--- src/rtl/twiddle_pkg.sv ---
// Shared types and helpers for the digit-serial twiddle multiplier.
package twiddle_pkg;

  localparam int DW     = 16;
  localparam int ND     = 11;
  localparam int CODE_W = 24;
  localparam int ACC_W  = DW + ND + 3;
  localparam int CNT_W  = 4;

  localparam logic [1:0] DIG_ZERO = 2'b00;
  localparam logic [1:0] DIG_POS  = 2'b01;
  localparam logic [1:0] DIG_NEG  = 2'b10;
  localparam logic [1:0] DIG_ILL  = 2'b11;

  localparam logic signed [ACC_W-1:0] SAT_HI  = ACC_W'((1 << (DW - 1)) - 1);
  localparam logic signed [ACC_W-1:0] SAT_LO  = ~SAT_HI;
  localparam logic signed [DW-1:0]    OUT_MIN = {1'b1, {(DW-1){1'b0}}};
  localparam logic signed [DW-1:0]    OUT_MAX = ~OUT_MIN;

  typedef enum logic [1:0] {Q_ID, Q_MJ, Q_NEG, Q_PJ} quad_e;
  typedef enum logic [1:0] {IDLE, CALC, DONE} state_e;

  function automatic logic signed [DW-1:0] saturate(input logic signed [ACC_W-1:0] v);
    if (v > SAT_HI)      return OUT_MAX;
    else if (v < SAT_LO) return OUT_MIN;
    else                 return v[DW-1:0];
  endfunction

  // Two's-complement negation of the most negative value would wrap; clamp it.
  function automatic logic signed [DW-1:0] neg_sat(input logic signed [DW-1:0] v);
    return (v == OUT_MIN) ? OUT_MAX : -v;
  endfunction

endpackage

--- src/rtl/sd_accum.sv ---
// One channel of the signed-digit shift-and-add multiply; result is floored and saturated.
module sd_accum
  import twiddle_pkg::*;
(
  input  logic             clk,
  input  logic             rst,
  input  logic             clear,
  input  logic             step,
  input  logic [1:0]       digit,
  input  logic [CNT_W-1:0] shift,
  input  logic [DW-1:0]    x,
  output logic [DW-1:0]    y
);

  logic signed [DW-1:0]    x_q;
  logic signed [ACC_W-1:0] acc;
  logic signed [ACC_W-1:0] xe;
  logic signed [ACC_W-1:0] term;
  logic signed [ACC_W-1:0] acc_int;

  // Pre-shifting by ND-1 keeps every partial product xe >>> j exact.
  assign xe      = {{(ACC_W-DW){x_q[DW-1]}}, x_q} <<< (ND - 1);
  assign term    = xe >>> shift;
  assign acc_int = acc >>> (ND - 1);
  assign y       = saturate(acc_int);

  always_ff @(posedge clk or posedge rst) begin
    if (rst) begin
      x_q <= '0;
      acc <= '0;
    end else if (clear) begin
      x_q <= $signed(x);
      acc <= '0;
    end else if (step) begin
      case (digit)
        DIG_POS: acc <= acc + term;
        DIG_NEG: acc <= acc - term;
        default: acc <= acc;
      endcase
    end
  end

endmodule

--- src/rtl/twiddle_sd_mult.sv ---
// Digit-serial complex twiddle multiplier: signed-digit scale then quadrant rotation.
//   state | meaning
//   IDLE  | ready for a sample + code
//   CALC  | one signed digit per cycle, 11 cycles
//   DONE  | result held until downstream accepts
module twiddle_sd_mult
  import twiddle_pkg::*;
(
  input  logic              clk,
  input  logic              rst,
  input  logic              in_valid,
  output logic              in_ready,
  input  logic [DW-1:0]     in_re,
  input  logic [DW-1:0]     in_im,
  input  logic [CODE_W-1:0] in_code,
  output logic              out_valid,
  input  logic              out_ready,
  output logic [DW-1:0]     out_re,
  output logic [DW-1:0]     out_im,
  output logic              out_err
);

  localparam logic [CNT_W-1:0] CNT_LAST = CNT_W'(ND - 1);

  state_e              state, state_nx;
  logic [CNT_W-1:0]    cnt;
  logic [CODE_W-1:0]   code_q;
  logic                err;
  logic                accept;
  logic                step;
  logic [1:0]          digit;
  logic [DW-1:0]       acc_re, acc_im;
  logic signed [DW-1:0] cr, ci;
  quad_e               quad;

  always_ff @(posedge clk or posedge rst) begin
    if (rst) state <= IDLE;
    else     state <= state_nx;
  end

  always_comb begin
    state_nx  = state;
    in_ready  = 1'b0;
    out_valid = 1'b0;
    step      = 1'b0;
    case (state)
      IDLE: begin
        in_ready = 1'b1;
        if (in_valid) state_nx = CALC;
      end
      CALC: begin
        step = 1'b1;
        if (cnt == CNT_LAST) state_nx = DONE;
      end
      DONE: begin
        out_valid = 1'b1;
        if (out_ready) state_nx = IDLE;
      end
      default: state_nx = IDLE;
    endcase
  end

  assign accept = in_valid & in_ready;

  always_ff @(posedge clk or posedge rst) begin
    if (rst) begin
      cnt    <= '0;
      code_q <= '0;
      err    <= 1'b0;
    end else if (accept) begin
      cnt    <= '0;
      code_q <= in_code;
      err    <= 1'b0;
    end else if (step) begin
      cnt <= (cnt == CNT_LAST) ? '0 : cnt + 1'b1;
      if (digit == DIG_ILL) err <= 1'b1;
    end
  end

  // Digit j lives at code[21-2j -: 2], most significant first.
  always_comb begin
    digit = DIG_ZERO;
    for (int j = 0; j < ND; j++) begin
      if (cnt == CNT_W'(j)) digit = code_q[21-2*j -: 2];
    end
  end

  sd_accum u_acc_re (
    .clk   (clk),
    .rst   (rst),
    .clear (accept),
    .step  (step),
    .digit (digit),
    .shift (cnt),
    .x     (in_re),
    .y     (acc_re)
  );

  sd_accum u_acc_im (
    .clk   (clk),
    .rst   (rst),
    .clear (accept),
    .step  (step),
    .digit (digit),
    .shift (cnt),
    .x     (in_im),
    .y     (acc_im)
  );

  assign cr   = $signed(acc_re);
  assign ci   = $signed(acc_im);
  assign quad = quad_e'(code_q[CODE_W-1 -: 2]);

  always_comb begin
    out_re = cr;
    out_im = ci;
    case (quad)
      Q_MJ: begin
        out_re = ci;
        out_im = neg_sat(cr);
      end
      Q_NEG: begin
        out_re = neg_sat(cr);
        out_im = neg_sat(ci);
      end
      Q_PJ: begin
        out_re = neg_sat(ci);
        out_im = cr;
      end
      default: begin
        out_re = cr;
        out_im = ci;
      end
    endcase
  end

  assign out_err = err;

endmodule

--- config.mk ---
export PLATFORM = sky130hd
export DESIGN_NAME = twiddle_sd_mult
export DESIGN_NICKNAME = d
export VERILOG_FILES = /design/src/rtl/twiddle_pkg.sv /design/src/rtl/sd_accum.sv /design/src/rtl/twiddle_sd_mult.sv
export SDC_FILE = /design/constraint.sdc
export NUM_CORES = 1
export LEC_CHECK = 0
export BUFFER_PORTS_ARGS = -buffer_cell sky130_fd_sc_hd__buf_2
export CORE_AREA = 2 2 152 154
export DETAILED_ROUTE_END_ITERATION = 10
export DIE_AREA = 0 0 154 156
export PLACE_DENSITY = 0.92
export SLEW_MARGIN = 20
export SYNTH_ARGS = -nofsm -noshare
export SYNTH_HDL_FRONTEND = slang
export SYNTH_SLANG_ARGS = --single-unit
--- constraint.sdc ---
create_clock -name clk -period 5.8 [get_ports clk]
set_input_delay 1.74 -clock clk [delete_from_list [all_inputs] [get_ports clk]]
set_output_delay 1.74 -clock clk [all_outputs]
set_load 0.01 [all_outputs]
## After elaboration in Yosys (flattened, before gate mapping)

Index checks and enable logic that the tools add are counted.

- Bits in registers: 123
- Bits in latches: 0
- Memory bits (writable): 0
- Memory bits (read-only): 0
- Input port bits: 60
- Logic and storage cells: 91
- Memories: 0

- Add/sub/neg operators: 7
- Multiply operators: 0
- Divide/modulo/power cells: 0
- Magnitude comparators: 4
- Equality and inequality tests: 23
- Shift operators: 2
- Muxes and demuxes: 38
- Bitwise operators: 1
- Reduce and logical (&&, ||, !) cells: 8

Operators with widths:

| cell | number |
|---|---|
| $mux W30 | 4 |
| $pmux W30 S2 | 2 |
| $mux W16 | 6 |
| $pmux W16 S3 | 2 |
| $add A30 B30 Y30 | 2 |
| $sshr A26 B4 Y30 | 2 |
| $sub A30 B30 Y30 | 2 |
| $gt A20 B16 Y1 const B | 2 |
| $lt A20 B16 Y1 const B | 2 |
| $eq A16 B16 Y1 const B | 2 |
| $neg A16 Y16 | 2 |
| $mux W2 | 14 |
| $eq A4 B3 Y1 const B | 4 |
| $eq A4 B4 Y1 const B | 3 |
| $mux W4 | 3 |
| $eq A2 B2 Y1 const B | 5 |
| $eq A4 B2 Y1 const B | 2 |
| $eq A2 B1 Y1 const B | 3 |
| $mux W1 | 6 |
| $ne A2 B2 Y1 const B | 3 |
| $pmux W2 S3 | 1 |
| $add A4 B1 Y4 const B | 1 |
| $eq A4 B1 Y1 const B | 1 |
| $logic_not A4 Y1 | 1 |
| other kinds (6) | 8 |

## Depth between registers and ports, before layout

Gate-level depths: netlist of the first run.

- Depth in word-level cells: 16
- Mapped depth: 27
- Depth with buffers taken out: 23

## Cells and area by module

A second synthesis of the first run with hierarchy kept.

- Cell total of the unflattened synthesis: 1,629
- Area total of the unflattened synthesis: 13,558.0 um^2

By module, submodules not included:

| module | times used | cells an instance | area an instance (um^2) | seq. area each (um^2) |
|---|---|---|---|---|
| sd_accum at u_acc_im | 1 | 637 | 5,267.6 | 1,151.1 |
| sd_accum at u_acc_re | 1 | 608 | 5,083.6 | 1,151.1 |
| twiddle_sd_mult | 1 | 384 | 3,206.8 | 775.7 |

## Least setup slack after synthesis of the first run

No wires, ideal clock.

- Kind: register -> output
- Start: reg u_acc_re.acc[26]
- End: out out_im[14]
- Arrival time: 3.488 ns
- Data required time: 4.060 ns
- Path slack: 0.572 ns
- Cell stages (with the launch flop): 16
- Path through: dfrtp_1 or4_1 and2_1 clkbuf_1 clkbuf_1 a21oi_1 ha_1 nand2_1 nor4bb_1 clkbuf_1 nand3_1 nor2_2 buf_2 nor3_1 a211oi_1 a21o_1

- Cells in the longest elaborated chain, start to end: 6

RTL lines:

| item | RTL line | RTL |
|---|---|---|
| start: declaration | sd_accum.sv:16 | `logic signed [ACC_W-1:0] acc;` |
| start signal: assignment | sd_accum.sv:36 | `DIG_POS: acc <= acc + term;` |
| start signal: assignment | sd_accum.sv:37 | `DIG_NEG: acc <= acc - term;` |
| $lt A20 B16 Y1 | twiddle_pkg.sv:25 | `else if (v < SAT_LO) return OUT_MIN;` |
| $mux W16 | twiddle_pkg.sv:25 |  |
| $mux W16 * | twiddle_pkg.sv:24 | `if (v > SAT_HI) return OUT_MAX;` |
| $neg A16 Y16 / $eq A16 B16 Y1 (equally long branches) | twiddle_pkg.sv:31 | `return (v == OUT_MIN) ? OUT_MAX : -v;` |
| $mux W16 | twiddle_pkg.sv:31 |  |
| $pmux W16 S3 * | twiddle_sd_mult.sv:117 | `case (quad)` |
| end: declaration | twiddle_sd_mult.sv:19 | `output logic [DW-1:0] out_im,` |

Every way passes the cells marked *; elsewhere a longest branch is shown, timed or not.

## Worst setup path in the final report of the first run

- Start: reg u_acc_im.acc[26]
- End: out out_re[0]

- Cells in the longest elaborated chain, start to end: 6

RTL lines:

| item | RTL line | RTL |
|---|---|---|
| start: declaration | sd_accum.sv:16 |  |
| start signal: assignment | sd_accum.sv:36 |  |
| start signal: assignment | sd_accum.sv:37 |  |
| $lt A20 B16 Y1 | twiddle_pkg.sv:25 |  |
| $mux W16 | twiddle_pkg.sv:25 |  |
| $mux W16 * | twiddle_pkg.sv:24 |  |
| $neg A16 Y16 / $eq A16 B16 Y1 (equally long branches) | twiddle_pkg.sv:31 |  |
| $mux W16 | twiddle_pkg.sv:31 |  |
| $pmux W16 S3 * | twiddle_sd_mult.sv:117 |  |
| end: declaration | twiddle_sd_mult.sv:18 | `output logic [DW-1:0] out_re,` |

Marked as above.

==> metrics, run 1 <==
DR WL/cell=19.0 um; # nets final=1,954; Yosys warning count=0; outcome=finished clean; IO Count=95; Clk pin slew, worst setup/hold paths=0.06 ns; Hold Path Class=register to register; ANT nets after route=0; Hold Buf Count CTS=0; Avg Vias per Cell=6.69; average size of a mapped cell=7.70 sq um; period utilization=97.7%; ANT cells=0; Syn-to-layout area delta=9.86%; initial antenna violation count=0; min cycle time layout=5.67 ns; top cell type's share of synthesized area=22.4%; CTS tree=done; final setup violation count=0; total number of vias=14,239; Core Util, Final=67.5%; DP Wirelength=29,000 um; worst setup margin=0.131 ns; commonest register cell after synthesis=dfrtp_1; Worst Setup Start Kind=register; CP arrival=3.93 ns; Achievable Freq=176 MHz; area leader, netlist=dfrtp_1; core box area=22,400 sq um; dpl ws=0.266 ns; Cell Rows=55; share of post-route cells with drive strength above 1=15.8%; area of the multi-input gates=10,000 sq um; gr usage total=33.2%; register area=3090 sq um; Slew Limit Headroom=25.5%; highest cell delay on the worst timing path=0.68 ns; total global routing overflow=0; vias in the first global route=13,226; DR pass1 iterations=6; CP Class=register to primary output; Fin. Hold Viols=0; Post-synth EDFFs=0; worst path cell trace=or4_1, and2_1, a21oi_1, ha_2, nand2_1, a21oi_4, nand3_1, buf_4, o21ai_0, o21a_1, buf_2; number of buffers on the longest clock path=2; first-pass GRT wire length=65,600 um; initial DRC count=1,413; post-synthesis register bit count=123; Remaining DRCs=0; Non-Filler Instances=2,128; top cells by area, synth=dfrtp_1 (22%), nand2_1 (7.7%), ha_1 (5.6%); cells after synthesis=1,784; Crit. End Element=primary output; clk root buf=clkbuf_16; Slew Viols, Final=0; Cell Area, Synth=13,700 sq um; Die X=154 um; clock sink count=123; largest net degree at the start of global routing=75; Port Buffers=94; H-tree levels=4; Placer Congestion=0.977; Die ar.=24,000 sq um; post-synthesis sequential area ratio=22.4%; skew final=0.0172 ns; Synth async-reset ratio=100%; Worst-Skew Late Latency=0.43 ns; Num CTS Buffers=17; placed insts=2,090; worst slew pin tran=1.12 ns; Die Span Y=156 um; MaxCap Viol Count=0; Yosys cell types=96; final WL=40,400 um; filler cell count=1,777; Crit Path Max Fanout=10; setup TNS=0 ns; CP required=4.06 ns; Synthesized Nets=1,908; Crit-path slowest cell=or4_1; Starting Density=61.4%
==> sequential cells by signal, indices dropped and copies added, names as in the netlist <==
name / flops
u_acc_re.x_q: 16
code_q: 24
u_acc_re.acc: 30
state: 2
out_err: 1
cnt: 4
u_acc_im.acc: 30
u_acc_im.x_q: 16
==> final timing paths <==
| kind | start | to | slack (ns) | depth (start not counted) |
|---|---|---|---|---|
| min reg2reg | code_q[16]$_DFFE_PP0P_ | code_q[16]$_DFFE_PP0P_ | 0.47 | 2 |
| max reg2reg | cnt[1]$_DFFE_PP0P_ | u_acc_re.acc[28]$_DFFE_PP0P_ | 0.40 | 17 |
| max in group asynchronous | rst | cnt[1]$_DFFE_PP0P_ | 3.40 | 3 |
| min | code_q[16]$_DFFE_PP0P_ | code_q[16]$_DFFE_PP0P_ | 0.47 | 2 |
| min in group asynchronous | rst | u_acc_re.x_q[5]$_DFFE_PP0P_ | 1.34 | 2 |
| max | u_acc_im.acc[26]$_DFFE_PP0P_ | out_re[0] | 0.13 | 11 |
==> repair_timing <==
action,in CTS,in global routing
setup endpoints to repair,18,34
buffers inserted,0,5
hold endpoints to repair,0,0
pin swaps,0,2
gates cloned,0,1
resized for setup,2,11
==> through the flow <==
stage                     instance area, sq um  hold slack, ns
after CTS                                15000           0.476
after global routing                     15100           0.502
after global placement                   14400           0.459
after floorplan                          13700           0.440
after detailed placement                 14400           0.461
final                                    15100           0.471
==> final cells by class <==
| class | count | share of cell area (%) |
|---|---|---|
| multi-input cells | 1498 | 66.4 |
| flip-flops and latches | 123 | 20.5 |
| repair buffers | 150 | 5.90 |
| clock buffers | 20 | 3.09 |
| well taps | 285 | 2.36 |
| inverters | 40 | 1.01 |
| clock inverters | 12 | 0.746 |
==> metal layers <==
layer | routed length (um) | vias to the layer above | track usage (%)
li1 | - | 6634 | -
met1 | 16400 | 6657 | 42.3
met2 | 19100 | 785 | 55.6
met3 | 3230 | 163 | 5.22
met4 | 1720 | 0 | 15.6
met5 | 0 | - | 0
==> kinds of logic after synthesis <==
family	share of synthesized area, %
AOI/OAI and AO/OA	25.1
muxes	12.1
xor gates and xnor gates	6.50
adders and majority gates	5.94
buffers and inverters	5.13
DFF	22.4
and+or+nand+nor	22.8
==> synth_stat cells, drive strengths merged (8+ instances only) <==
| cell type | n |
|---|---|
| nor2b | 11 |
| inv | 38 |
| mux2 | 41 |
| or3 | 12 |
| nand4 | 14 |
| o31ai | 18 |
| xnor2 | 56 |
| o21a | 17 |
| o21ai | 180 |
| nor3 | 41 |
| ha | 62 |
| and3 | 16 |
| nand2 | 284 |
| a22o | 10 |
| a221oi | 8 |
| o211ai | 15 |
| a211oi | 15 |
| mux4 | 30 |
| nand3 | 83 |
| a21o | 41 |
| buf | 41 |
| dfrtp | 123 |
| nand2b | 19 |
| and2 | 13 |
| a21oi | 124 |
| a31oi | 28 |
| clkbuf | 83 |
| or2 | 11 |
| xor2 | 46 |
| mux2i | 51 |
| nor2 | 130 |
==> worst max-delay path: cells and delay by family, from the launching register on <==
| family | cells | cell delay (ns) |
|---|---|---|
| buffers and inverters | 2 | 0.33 |
| AO/OA/AOI/OAI | 4 | 1.17 |
| flip-flops | 1 | 0.43 |
| adder cells (fa/ha/maj) | 1 | 0.31 |
| AND/OR/NAND/NOR | 4 | 1.25 |
==> cell usage in the layout (no fill, tap or decap), types with 41 or more instances in the layout <==
cell type	count
xor2_1	46
dfrtp_1	118
mux2i_1	50
a21o_1	41
o21ai_0	153
nor2_1	127
buf_2	94
nand3_1	83
nand2_1	281
buf_4	56
ha_1	60
a21oi_1	123
xnor2_1	56
Power of run 1 is left out: the tool's default activity adds up to more than one toggle a clock period on the data nets, which glitch-free logic cannot reach.
==> inputs of run 2 (changes only) <==
RECOVER_POWER = 100   (was unset)
==> run 2 against run 1 <==
  * The run now ends with max-capacitance violations, max-slew violations left
  * Highest routed layer unchanged
  * Sequential share of layout area increased by 0.071 points
  * Non-clock buffer count unchanged
  * Flip-flop and latch count unchanged
  * Cell count unchanged
  * Maximum frequency decreased by 0.83%
  * Wire length decreased by 0.36%
  * First-iteration DRC count decreased by 0.99%
  * Critical path type unchanged
  * Utilization decreased by 0.23 points
==> metrics, run 2 (synthesis results as in run 1) <==
filler cell count=1,802; Slew Limit Headroom=-55.7%; core box area=22,400 sq um; Hold Buf Count CTS=0; Worst-Skew Late Latency=0.43 ns; FF-to-FF path depth=17; Worst Setup Start Kind=register; CTS tree=done; DP Wirelength=29,000 um; CP required=4.06 ns; first-pass GRT wire length=65,600 um; Achievable Freq=175 MHz; outcome=finished with violations; period utilization=98.6%; IO Count=95; initial DRC count=1,399; CP Depth=11; Crit. End Element=primary output; CP arrival=3.98 ns; H-tree levels=4; largest net degree at the start of global routing=75; Num CTS Buffers=17; Port Buffers=94; total global routing overflow=0; number of buffers on the longest clock path=2; worst slew pin tran=2.34 ns; biggest regs=u_acc_im.acc: 30 flops, u_acc_re.acc: 30 flops, code_q: 24 flops; WP buf/inv=2; Starting Density=61.4%; DR WL/cell=18.9 um; Die Span Y=156 um; Slew Viols, Final=241; Avg Vias per Cell=6.72; MaxCap Viol Count=5; Die ar.=24,000 sq um; Crit-path slowest cell=or4_1; final setup violation count=0; setup TNS=0 ns; CP Class=register to primary output; Cell Rows=55; hold path depth=2; share of post-route cells with drive strength above 1=14.8%; Placer Congestion=0.977; Fin. Hold Viols=0; vias in the first global route=13,226; clk root buf=clkbuf_16; commonest cells after routing, fill and taps aside=nand2_1 (282), o21ai_0 (156), nor2_1 (127); Crit Path Max Fanout=10; clock sink count=123; Syn-to-layout area delta=9.47%; highest cell delay on the worst timing path=0.68 ns; initial antenna violation count=0; violated checks=max-capacitance violations, max-slew violations; total number of vias=14,297; min cycle time layout=5.72 ns; ANT nets after route=0; gr usage total=33.2%; skew final=0.0173 ns; final WL=40,300 um; Remaining DRCs=0; most common cell after layout, fill and taps aside=nand2_1; # nets final=1,954; Crit path max-delay family=simple AND/OR/NAND/NOR gates; worst path cell trace=or4_1, and2_0, a21oi_1, ha_2, nand2_1, a21oi_4, nand3_1, buf_4, o21ai_0, o21a_1, buf_2; DR pass1 iterations=6; Clk pin slew, worst setup/hold paths=0.06 ns; ANT cells=0; Die X=154 um; Hold Path Class=register to register
[run 2: cell count changes in the layout (fill, tap and decap cells not counted), moves of 3 or more]
cell,previous run,this run
clkbuf_1,0,15
o21ai_1,26,23
clkbuf_2,0,3
o21ai_0,153,156
buf_4,56,48
and2_1,10,7
and2_0,2,6
buf_2,94,83
[run 2: repair_timing]
action                     CTS  global route
pin swaps                    0             2
gates cloned                 0             1
buffers inserted             0             5
setup endpoints to repair   18            34
resized for setup            2            11
[run 2: worst paths after layout]
| path | startpoint | endpoint | slack [ns] |
|---|---|---|---|
| min in group asynchronous | rst | u_acc_re.x_q[5]$_DFFE_PP0P_ | 1.72 |
| max reg2reg | cnt[1]$_DFFE_PP0P_ | u_acc_re.acc[28]$_DFFE_PP0P_ | 0.28 |
| max | u_acc_im.acc[26]$_DFFE_PP0P_ | out_re[0] | 0.08 |
| min | code_q[7]$_DFFE_PP0P_ | code_q[7]$_DFFE_PP0P_ | 0.47 |
| max in group asynchronous | rst | u_acc_im.acc[8]$_DFFE_PP0P_ | 1.37 |
| min reg2reg | code_q[7]$_DFFE_PP0P_ | code_q[7]$_DFFE_PP0P_ | 0.47 |
[run 2: worst reg2reg max path: cells and delay by family (launching register included)]
kind | cells | cell delay [ns]
xor+xnor | 1 | 0.30
compound gates | 9 | 2.13
mux | 1 | 0.34
simple gates | 4 | 1.19
flops | 1 | 0.76
fa+ha+maj | 1 | 0.36
buf+inv | 1 | 0.32
[run 2: stage by stage]
stage | instance area (sq um) | setup WS, ns | std cells | utilization [%] | hold slack (ns)
4_1_cts | 15000 | 0.0843 | 2122 | 67.1 | 0.476
3_5_place_dp | 14400 | 0.266 | 2090 | 64.5 | 0.461
3_3_place_gp | 14400 | 0.280 | 2090 | 64.5 | 0.459
2_1_floorplan | 13700 | 0.572 | 1784 | - | 0.440
5_1_grt | 15000 | -0.00464 | 2128 | 67.2 | 0.502
6_report | 15000 | 0.0839 | 2128 | 67.2 | 0.472
[run 2: cell type report]
class	instances	area (sq um)	share of cell area, %
Clock buffer	20	467	3.10
Inverter	40	151	1.01
Timing Repair Buffer	150	855	5.68
Tap cell	285	357	2.37
Sequential cell	123	3090	20.5
Multi-Input combinational cell	1498	10000	66.6
Clock inverter	12	113	0.749
[run 2: layer usage]
| metal | global-route usage (%) | routed length [um] |
|---|---|---|
| met5 | 0 | 0 |
| met4 | 15.6 | 1700 |
| met3 | 5.22 | 3260 |
| met2 | 55.6 | 19000 |
| met1 | 42.3 | 16400 |
Power of run 2 is left out for the same reason.
